==> src/rtl/lock_key_sequencer.sv <==
// lock_key_sequencer
//   Front-end controller for a logic-locked combinational core. It shifts a
//   key in serially (LSB first), then self-tests the core against a golden
//   vector ROM. The functional path opens only when every vector matches.
//   Failed self-tests are counted, and reaching MAX_RETRY locks the block
//   until reset.
//
// Ports
//   clk, rst_n            clock, synchronous active-low reset
//   start, clear          begin a key load (IDLE only) / abort and wipe key
//   key_bit, key_valid    serial key stream; key_ready is high in LOAD
//   vec_idx, vec_in,      golden ROM address and its stimulus / response
//   vec_exp
//   func_in, func_out     system-side functional path (gated)
//   core_inputs,          drive to / result from the locked core
//   core_key, core_out
//   busy, unlocked,       status flags
//   lockout, fail_cnt
module lock_key_sequencer #(
  parameter int unsigned KEY_W     = 8,
  parameter int unsigned IN_W      = 8,
  parameter int unsigned OUT_W     = 2,
  parameter int unsigned NUM_VEC   = 4,
  parameter int unsigned MAX_RETRY = 2,
  localparam int unsigned VI_W     = (NUM_VEC > 1) ? $clog2(NUM_VEC) : 1,
  localparam int unsigned FC_W     = $clog2(MAX_RETRY + 1)
) (
  input  logic             clk,
  input  logic             rst_n,
  input  logic             start,
  input  logic             clear,
  input  logic             key_bit,
  input  logic             key_valid,
  output logic             key_ready,
  output logic [VI_W-1:0]  vec_idx,
  input  logic [IN_W-1:0]  vec_in,
  input  logic [OUT_W-1:0] vec_exp,
  input  logic [IN_W-1:0]  func_in,
  output logic [OUT_W-1:0] func_out,
  output logic [IN_W-1:0]  core_inputs,
  output logic [KEY_W-1:0] core_key,
  input  logic [OUT_W-1:0] core_out,
  output logic             busy,
  output logic             unlocked,
  output logic             lockout,
  output logic [FC_W-1:0]  fail_cnt
);

  localparam int unsigned BC_W = $clog2(KEY_W + 1);

  typedef enum logic [2:0] {
    S_IDLE,
    S_LOAD,
    S_TEST,
    S_FAIL,
    S_UNLOCKED,
    S_LOCKOUT
  } state_t;

  state_t           state, state_nxt;
  logic [KEY_W-1:0] key_reg, key_nxt;
  logic [BC_W-1:0]  bit_cnt, bit_cnt_nxt;
  logic [VI_W-1:0]  vec_idx_nxt;
  logic [FC_W-1:0]  fail_cnt_nxt;
  logic [FC_W-1:0]  fail_inc;

  always_ff @(posedge clk) begin
    if (!rst_n) begin
      state    <= S_IDLE;
      key_reg  <= '0;
      bit_cnt  <= '0;
      vec_idx  <= '0;
      fail_cnt <= '0;
    end else begin
      state    <= state_nxt;
      key_reg  <= key_nxt;
      bit_cnt  <= bit_cnt_nxt;
      vec_idx  <= vec_idx_nxt;
      fail_cnt <= fail_cnt_nxt;
    end
  end

  // Saturating increment of the failure counter.
  assign fail_inc = (fail_cnt == FC_W'(MAX_RETRY)) ? fail_cnt : fail_cnt + FC_W'(1);

  always_comb begin
    state_nxt    = state;
    key_nxt      = key_reg;
    bit_cnt_nxt  = bit_cnt;
    vec_idx_nxt  = vec_idx;
    fail_cnt_nxt = fail_cnt;

    case (state)
      S_IDLE: begin
        // clear has priority over a simultaneous start
        if (clear) begin
          key_nxt     = '0;
          bit_cnt_nxt = '0;
          vec_idx_nxt = '0;
        end else if (start) begin
          state_nxt   = S_LOAD;
          key_nxt     = '0;
          bit_cnt_nxt = '0;
        end
      end

      S_LOAD: begin
        if (clear) begin
          state_nxt   = S_IDLE;
          key_nxt     = '0;
          bit_cnt_nxt = '0;
          vec_idx_nxt = '0;
        end else if (key_valid) begin
          // key_reg is zeroed on entry, so OR-ing the bit in at bit_cnt
          // is equivalent to key_reg[bit_cnt] <= key_bit.
          key_nxt     = key_reg | ({{(KEY_W-1){1'b0}}, key_bit} << bit_cnt);
          bit_cnt_nxt = bit_cnt + BC_W'(1);
          if (bit_cnt == BC_W'(KEY_W - 1)) begin
            state_nxt   = S_TEST;
            vec_idx_nxt = '0;
          end
        end
      end

      S_TEST: begin
        if (clear) begin
          state_nxt   = S_IDLE;
          key_nxt     = '0;
          bit_cnt_nxt = '0;
          vec_idx_nxt = '0;
        end else if (core_out == vec_exp) begin
          if (vec_idx == VI_W'(NUM_VEC - 1)) begin
            state_nxt   = S_UNLOCKED;
            vec_idx_nxt = '0;
          end else begin
            vec_idx_nxt = vec_idx + VI_W'(1);
          end
        end else begin
          state_nxt   = S_FAIL;
          vec_idx_nxt = '0;
        end
      end

      // The failure has already occurred; a clear here cannot cancel the
      // accounting, and the key is wiped either way.
      S_FAIL: begin
        fail_cnt_nxt = fail_inc;
        key_nxt      = '0;
        bit_cnt_nxt  = '0;
        state_nxt    = (fail_inc == FC_W'(MAX_RETRY)) ? S_LOCKOUT : S_IDLE;
      end

      S_UNLOCKED: begin
        if (clear) begin
          state_nxt   = S_IDLE;
          key_nxt     = '0;
          bit_cnt_nxt = '0;
        end
      end

      S_LOCKOUT: begin
        state_nxt = S_LOCKOUT;
      end

      default: begin
        state_nxt   = S_IDLE;
        key_nxt     = '0;
        bit_cnt_nxt = '0;
        vec_idx_nxt = '0;
      end
    endcase
  end

  always_comb begin
    key_ready   = 1'b0;
    busy        = 1'b0;
    unlocked    = 1'b0;
    lockout     = 1'b0;
    core_key    = '0;
    core_inputs = '0;
    func_out    = '0;
    case (state)
      S_LOAD: begin
        key_ready = 1'b1;
        busy      = 1'b1;
      end
      S_TEST: begin
        busy        = 1'b1;
        core_key    = key_reg;
        core_inputs = vec_in;
      end
      S_UNLOCKED: begin
        unlocked    = 1'b1;
        core_key    = key_reg;
        core_inputs = func_in;
        func_out    = core_out;
      end
      S_LOCKOUT: begin
        lockout = 1'b1;
      end
      default: begin
        key_ready = 1'b0;
      end
    endcase
  end

endmodule

==> config.mk <==
export PLATFORM = sky130hd
export DESIGN_NAME = lock_key_sequencer
export DESIGN_NICKNAME = d
export VERILOG_FILES = /design/src/rtl/lock_key_sequencer.sv
export SDC_FILE = /design/constraint.sdc
export NUM_CORES = 1
export LEC_CHECK = 0
export ABC_AREA = 1
export CORE_MARGIN = 3
export CORE_UTILIZATION = 40
export DETAILED_ROUTE_END_ITERATION = 8
export HOLD_SLACK_MARGIN = 0.08
export MAX_ROUTING_LAYER = met4
export PLACE_DENSITY = 0.81
export SLEW_MARGIN = 20
export SYNTH_ARGS = -nofsm -noshare
export SYNTH_HDL_FRONTEND = slang
export SYNTH_SLANG_ARGS = --single-unit
==> constraint.sdc <==
create_clock -name clk -period 1.2 [get_ports clk]
set_input_delay 0.24 -clock clk [delete_from_list [all_inputs] [get_ports clk]]
set_output_delay 0.24 -clock clk [all_outputs]
set_load 0.01 [all_outputs]
==> results.sh, run 1 <==
export IMPL_outcome="complete, but fails checks"
export IMPL_violations="setup timing"
export IMPL_root_buffer="clkbuf_4"
export IMPL_routed_via_count=2058
export IMPL_min_from="fail_cnt[0]$_SDFFE_PN0P_"
export IMPL_synth_top_family_by_area="simple AND/OR/NAND/NOR gates"
export IMPL_cp_cell_sequence="inv_4, nand2_1, nand2_2, nand2_4, nor2_2, clkdlybuf4s15_2"
export IMPL_drv_slew=0
export IMPL_drt_antenna_violating_nets=0
export IMPL_synth_area_leaders="dfxtp_1 (28%), nand2_1 (17%), nor2_1 (13%), inv_1 (12%), nand3_1 (10%)"
export IMPL_grt_max_degree=13
export IMPL_drt_total_wl_mm=6.16
export IMPL_largest_reg_flops=8
export IMPL_final_area_sq_um=2570
export IMPL_yosys_top_cells_count="nand2_1 (62), nor2_1 (48), inv_1 (44), nand3_1 (28), dfxtp_1 (19)"
export IMPL_die_w_microns=64.5
export IMPL_required_ns=0.96
export IMPL_cp_slowest_stage_delay_ns=0.37
export IMPL_path_class="reg2out"
export IMPL_pwr_share_comb_pct=74.1
export IMPL_seq_area_frac_synth_pct=27.8
export IMPL_fin_util_pct=81.4
export IMPL_synth_top_cell_area_share_pct=27.8
export IMPL_die_h_microns=64.5
export IMPL_fin_crit_sh_pct=139
export IMPL_synth_nets=272
export IMPL_fp_dieArea_sq_um=4160
export IMPL_hold_class="reg2reg"
export IMPL_syn_mean_instance_area_sq_um=5.63
export IMPL_setup_viol=39
export IMPL_grt_pass1_wl_mm=8.06
export IMPL_irDropWorstVdd_uv=827
export IMPL_drt_iter0_drc=222
export IMPL_grt_overflow=0
export IMPL_cts_sinks=19
export IMPL_internal_power_mw=2.27
export IMPL_crit_family="simple AND/OR/NAND/NOR gates"
export IMPL_seqCellArea_sq_um=398
export IMPL_ys_warn_count=0
export IMPL_viasPerCell=5.36
export IMPL_drive_above_1_share_pct=45.6
export IMPL_rsz0062_at_grt="yes"
export IMPL_layout_min_cycle_time_ns=1.67
export IMPL_synth_compound_area_share_pct=7.04
export IMPL_postPlaceCellArea_sq_um=2240
export IMPL_grt_pass1_vias=1808
export IMPL_numCtsBuffers=3
export IMPL_cts_tree="yes"
export IMPL_yosys_area_share_xor_xnor_pct=0
export IMPL_yosysTopAreaCell="dfxtp_1"
export IMPL_clock_skew_ns=0.00162
export IMPL_report_power_total_mw=4.53
export IMPL_timing_rr_start="state[2]$_SDFFE_PN0P_"
export IMPL_fmax_mhz=598
export IMPL_syn_to_final_growth_pct=87.7
export IMPL_critPathSlowestCell="dfxtp_4"
export IMPL_clockBufferDepth=2
export IMPL_htreeDepth=1
export IMPL_antenna_cells=0
export IMPL_synth_most_common_cell="nand2_1"
export IMPL_routedWlPerCell_microns=16.0
export IMPL_synthAdderAreaFrac_pct=2.74
export IMPL_final_hold_viol_count=0
export IMPL_crit_fanout=5
export IMPL_place_gp_congestion=0.933
export IMPL_ys_async_sr_fraction_pct=0
export IMPL_yosysUniqueCellTypes=23
export IMPL_start_kind="flop"
export IMPL_clk_latency_ns=0.32
export IMPL_end_kind="output port"
export IMPL_setup_ws_ns=-0.471
export IMPL_clkTransAtPathRegs_ns=0.12
export IMPL_min_path_cells=2
export IMPL_arrival_ns=1.43
export IMPL_io_buffers=51
export IMPL_tightest_slew_ns=0.488
export IMPL_r2r_cells=10
export IMPL_maxSlewHeadroom_pct=67.4
export IMPL_cap_viol_max_count=0
export IMPL_post_place_ws_ns=-0.557
export IMPL_power_frac_seq_pct=17.8
export IMPL_coreArea_sq_um=3150
export IMPL_synthSimpleGateAreaFrac_pct=47.5
export IMPL_fin_cells=384
export IMPL_place_inst=368
export IMPL_hpwlAfterDp_mm=3.23
export IMPL_syn_inst=243
export IMPL_power_leakage_nw=1.22
export IMPL_r2r_end="bit_cnt[1]$_SDFFE_PN0P_"
export IMPL_p_clk_share_pct=8.1
export IMPL_synth_edf_count=0
export IMPL_nFillCells=213
export IMPL_fin_nets=370
export IMPL_multi_input_area_sq_um=1110
export IMPL_muxShareOfSynthArea_pct=0
export IMPL_switching_share_pct=49.9
export IMPL_worst_path_buf_inv=2
export IMPL_pin_count=52
export IMPL_ys_flop_type="dfxtp_1"
export IMPL_netSwitchingPower_mw=2.26
export IMPL_syn_area_sq_um=1370
export IMPL_min_to="fail_cnt[0]$_SDFFE_PN0P_"
export IMPL_ys_ff_latch=19
export IMPL_drt_pass1_iterations=6
export IMPL_grt_util_all_layers_pct=24.9
export IMPL_antenna_found_initial=0
export IMPL_r2r_slack_ns=-0.40
export IMPL_rows=20
export IMPL_drc=0
export IMPL_start_util_pct=43.4
export IMPL_power_density_nw_per_um2=1770
-- what timing repair did --
action | 4_1_cts | 5_1_grt
resized for setup | 130 | 62
hold buffers | 0 | 0
gates cloned | 1 | 3
pin swaps | 5 | 28
endpoints found under the setup margin | 43 | 43
buffers inserted | 6 | 3
-- how the worst max path moves through the flow --
stage / startpoint / end / slack (ns) / depth (start not counted)
2_1_floorplan: state[1]$_SDFFE_PN0P_ / key_reg[3]$_SDFFE_PN0P_ / -0.02 / 11
3_3_place_gp: vec_in[1] / core_inputs[1] / -0.48 / 4
3_5_place_dp: vec_in[5] / core_inputs[5] / -0.56 / 4
4_1_cts: state[2]$_SDFFE_PN0P_ / core_key[5] / -0.41 / 5
5_1_grt: state[1]$_SDFFE_PN0P_ / core_inputs[2] / -0.50 / 7
6_report: state[0]$_SDFFE_PN0P_ / core_key[5] / -0.47 / 6
-- tightest hold or removal path: stages (launching register included) --
cell	delay, ns
dfxtp_2	0.34
inv_1	0.06
a21oi_1	0.06
-- per-stage QoR --
stage / setup TNS, ns / hold slack (ns)
finish: -13.57 / 0.491
global route: -15.91 / 0.530
CTS: -10.91 / 0.498
detailed placement: -16.67 / 0.480
global placement: -15.80 / 0.461
floorplan: -0.179 / 0.433
-- power by group through the flow --
stage	Clock (mW)	Sequential, mW	Combinational (mW)
final	0.367	0.806	3.36
after global routing	0.400	0.816	3.55
after CTS	0.371	0.794	2.62
after detailed placement	0	0.794	2.37
after global placement	0	0.793	2.33
after floorplan	0	0.814	1.33
-- logic make-up (layout without fill, tap and decap cells) --
family,after synthesis,count (layout)
fa+ha+maj,3,3
buf+inv,51,144
compound gates,18,18
flops,19,19
simple gates,152,156
-- final cells by class --
class	instances	share of cell area (%)
Clock buffer	3	0.877
Tap cell	44	2.14
Multi-Input combinational cell	177	43.2
Clock inverter	1	0.292
Inverter	47	7.36
Timing Repair Buffer	93	30.7
Sequential cell	19	15.5
-- cells in the final DEF (no fill, tap or decap), types with 2 or more instances in the layout --
cell,count
a21oi_1,2
a21oi_2,3
buf_12,2
buf_2,18
buf_4,33
buf_6,11
clkbuf_4,3
clkdlybuf4s50_1,25
dfxtp_1,11
dfxtp_2,5
dfxtp_4,3
ha_1,3
inv_1,38
inv_2,5
inv_4,3
nand2_1,40
nand2_2,18
nand2_4,11
nand3_1,16
nand3_2,9
nand3_4,5
nand4_1,3
nor2_1,34
nor2_2,9
nor2_4,7
o21ai_0,2
o21ai_1,7
o21ai_2,3
or2_2,2
-- per-layer routing --
layer	part of all wire [%]	GRT usage, %
met3	7.9	3.99
met5	0	-
met2	51	44.7
met1	36	29.0
met4	4.7	6.33
Note: power is estimated with default switching activity, not from simulation.
==> inputs of run 2 (changes only) <==
SETUP_SLACK_MARGIN = 0.05   (was not set)
==> run 2 against run 1 <==
Effect of this change:
- the run still ends with setup timing left
- non-clock buffer count is 4 lower
- design area is 6.5% lower
- worst hold slack better by 0.0087 ns
- clock power is 3% lower
- highest routed layer unchanged
==> results.sh, run 2 (synthesis results as in run 1) <==
export IMPL_holdBufCountCts=0
export IMPL_required_ns=0.96
export IMPL_numCtsBuffers=3
export IMPL_routed_via_count=1785
export IMPL_fp_dieArea_sq_um=4160
export IMPL_rsz0062_at_grt="yes"
export IMPL_power_leakage_nw=1.19
export IMPL_end_kind="output port"
export IMPL_cts_tree="yes"
export IMPL_crit_fanout=6
export IMPL_drt_antenna_violating_nets=0
export IMPL_fin_cells=377
export IMPL_cap_viol_max_count=0
export IMPL_io_buffers=51
export IMPL_maxSlewHeadroom_pct=69.7
export IMPL_path_class="reg2out"
export IMPL_final_cell_mix="nand2_1 (48), inv_1 (38), nor2_1 (35), buf_4 (32), clkdlybuf4s50_1 (25)"
export IMPL_largest_reg_flops=8
export IMPL_power_density_nw_per_um2=1650
export IMPL_die_h_microns=64.5
export IMPL_rows=20
export IMPL_die_w_microns=64.5
export IMPL_report_power_total_mw=3.95
export IMPL_place_inst=366
export IMPL_clkTransAtPathRegs_ns=0.12
export IMPL_finalSetupTns_ns=-13.56
export IMPL_layout_min_cycle_time_ns=1.64
export IMPL_final_area_sq_um=2400
export IMPL_routedWlPerCell_microns=12.3
export IMPL_cp_startpoint="state[0]$_SDFFE_PN0P_"
export IMPL_irDropWorstVdd_uv=822
export IMPL_mostFrequentLayoutCell="nand2_1"
export IMPL_grt_max_degree=12
export IMPL_violations="setup timing"
export IMPL_setup_viol=39
export IMPL_clockBufferDepth=2
export IMPL_grt_overflow=0
export IMPL_antenna_cells=0
export IMPL_clock_skew_ns=0.00533
export IMPL_drc=0
export IMPL_grt_util_all_layers_pct=21.9
export IMPL_fmax_mhz=608
export IMPL_htreeDepth=1
export IMPL_tightest_slew_ns=0.453
export IMPL_grt_pass1_wl_mm=7.16
export IMPL_root_buffer="clkbuf_4"
export IMPL_start_kind="flop"
export IMPL_min_from="fail_cnt[0]$_SDFFE_PN0P_"
export IMPL_hpwlAfterDp_mm=3.08
export IMPL_hold_class="reg2reg"
export IMPL_antenna_found_initial=0
export IMPL_setup_ws_ns=-0.444
export IMPL_drt_total_wl_mm=4.64
export IMPL_timing_rr_start="state[1]$_SDFFE_PN0P_"
export IMPL_cts_sinks=19
export IMPL_drive_above_1_share_pct=40.5
export IMPL_drv_slew=0
export IMPL_grt_pass1_vias=1662
export IMPL_place_gp_congestion=0.947
export IMPL_final_hold_viol_count=0
export IMPL_syn_to_final_growth_pct=75.6
export IMPL_drt_pass1_iterations=7
export IMPL_pin_count=52
export IMPL_fin_nets=363
export IMPL_fin_crit_sh_pct=137
export IMPL_start_util_pct=43.4
export IMPL_coreArea_sq_um=3150
export IMPL_arrival_ns=1.40
export IMPL_drt_iter0_drc=143
export IMPL_postPlaceCellArea_sq_um=2260
export IMPL_viasPerCell=4.73
export IMPL_outcome="complete, but fails checks"
export IMPL_clk_latency_ns=0.32
==> run 2: cell types whose count changed in the layout (fill, tap and decap cells not counted), moves of 3 or more <==
cell | before | now
nand3_2 | 9 | 5
buf_6 | 11 | 7
buf_2 | 18 | 21
nand3_1 | 16 | 23
nand2_4 | 11 | 8
nand2_2 | 18 | 11
nand2_1 | 40 | 48
nand3_4 | 5 | 1
==> run 2: final timing paths <==
path / end / slack, ns / depth (start not counted)
setup / recovery: core_inputs[5] / -0.44 / 7
hold / removal: fail_cnt[0]$_SDFFE_PN0P_ / 0.50 / 2
setup reg to reg: bit_cnt[1]$_SDFFE_PN0P_ / -0.36 / 11
hold reg to reg: fail_cnt[0]$_SDFFE_PN0P_ / 0.50 / 2
==> run 2: what timing repair did <==
item / CTS / global route
pin swaps: 7 / 6
gates cloned: 1 / 1
setup endpoints to repair: 43 / 45
gates resized for setup: 122 / 37
setup buffers: 3 / 4
==> run 2: routing by layer <==
metal,up-vias,share of wire (%),global-route usage [%]
li1,922,-,-
met1,809,42,25.5
met2,43,51,39.6
met3,11,4.7,3.29
met4,0,2.2,4.75
met5,-,0,-
==> run 2: critical path, stage by stage (launching register included) <==
cell,delay (ns)
dfxtp_2,0.36
inv_4,0.08
nand2_4,0.06
nor2_4,0.17
buf_12,0.16
nand2_2,0.05
o21ai_2,0.05
buf_2,0.16
==> run 2: power by group <==
group	internal [mW]	switching, mW	leakage (nW)
Clock	0.125	0.230	0.0177
Sequential	0.735	0.0801	0.159
Combinational	1.22	1.56	1.02
==> run 2: through the flow <==
| stage | hold slack (ns) | utilization [%] | worst slack, ns |
|---|---|---|---|
| after floorplan | 0.425 | - | -0.0187 |
| after global placement | 0.456 | 71.8 | -0.486 |
| after detailed placement | 0.463 | 71.8 | -0.502 |
| after CTS | 0.482 | 74.1 | -0.470 |
| after global routing | 0.528 | 76.2 | -0.506 |
| final | 0.500 | 76.2 | -0.444 |
==> run 2: area by class of cell <==
| class | count | area [sq um] |
|---|---|---|
| clock buffer | 3 | 22.5 |
| clock inverter | 1 | 5.00 |
| fill | 238 | 752 |
| inverter | 47 | 189 |
| multi-input combinational | 174 | 991 |
| sequential | 19 | 399 |
| tap | 44 | 55.1 |
| timing repair buffer | 89 | 739 |
==> inputs of run 3 (changes only) <==
ABC_CLOCK_PERIOD_IN_PS = 1200   (was not set)
==> results of run 3 <==
Same layout as run 2: the final DEF is identical, and so are final timing and power.
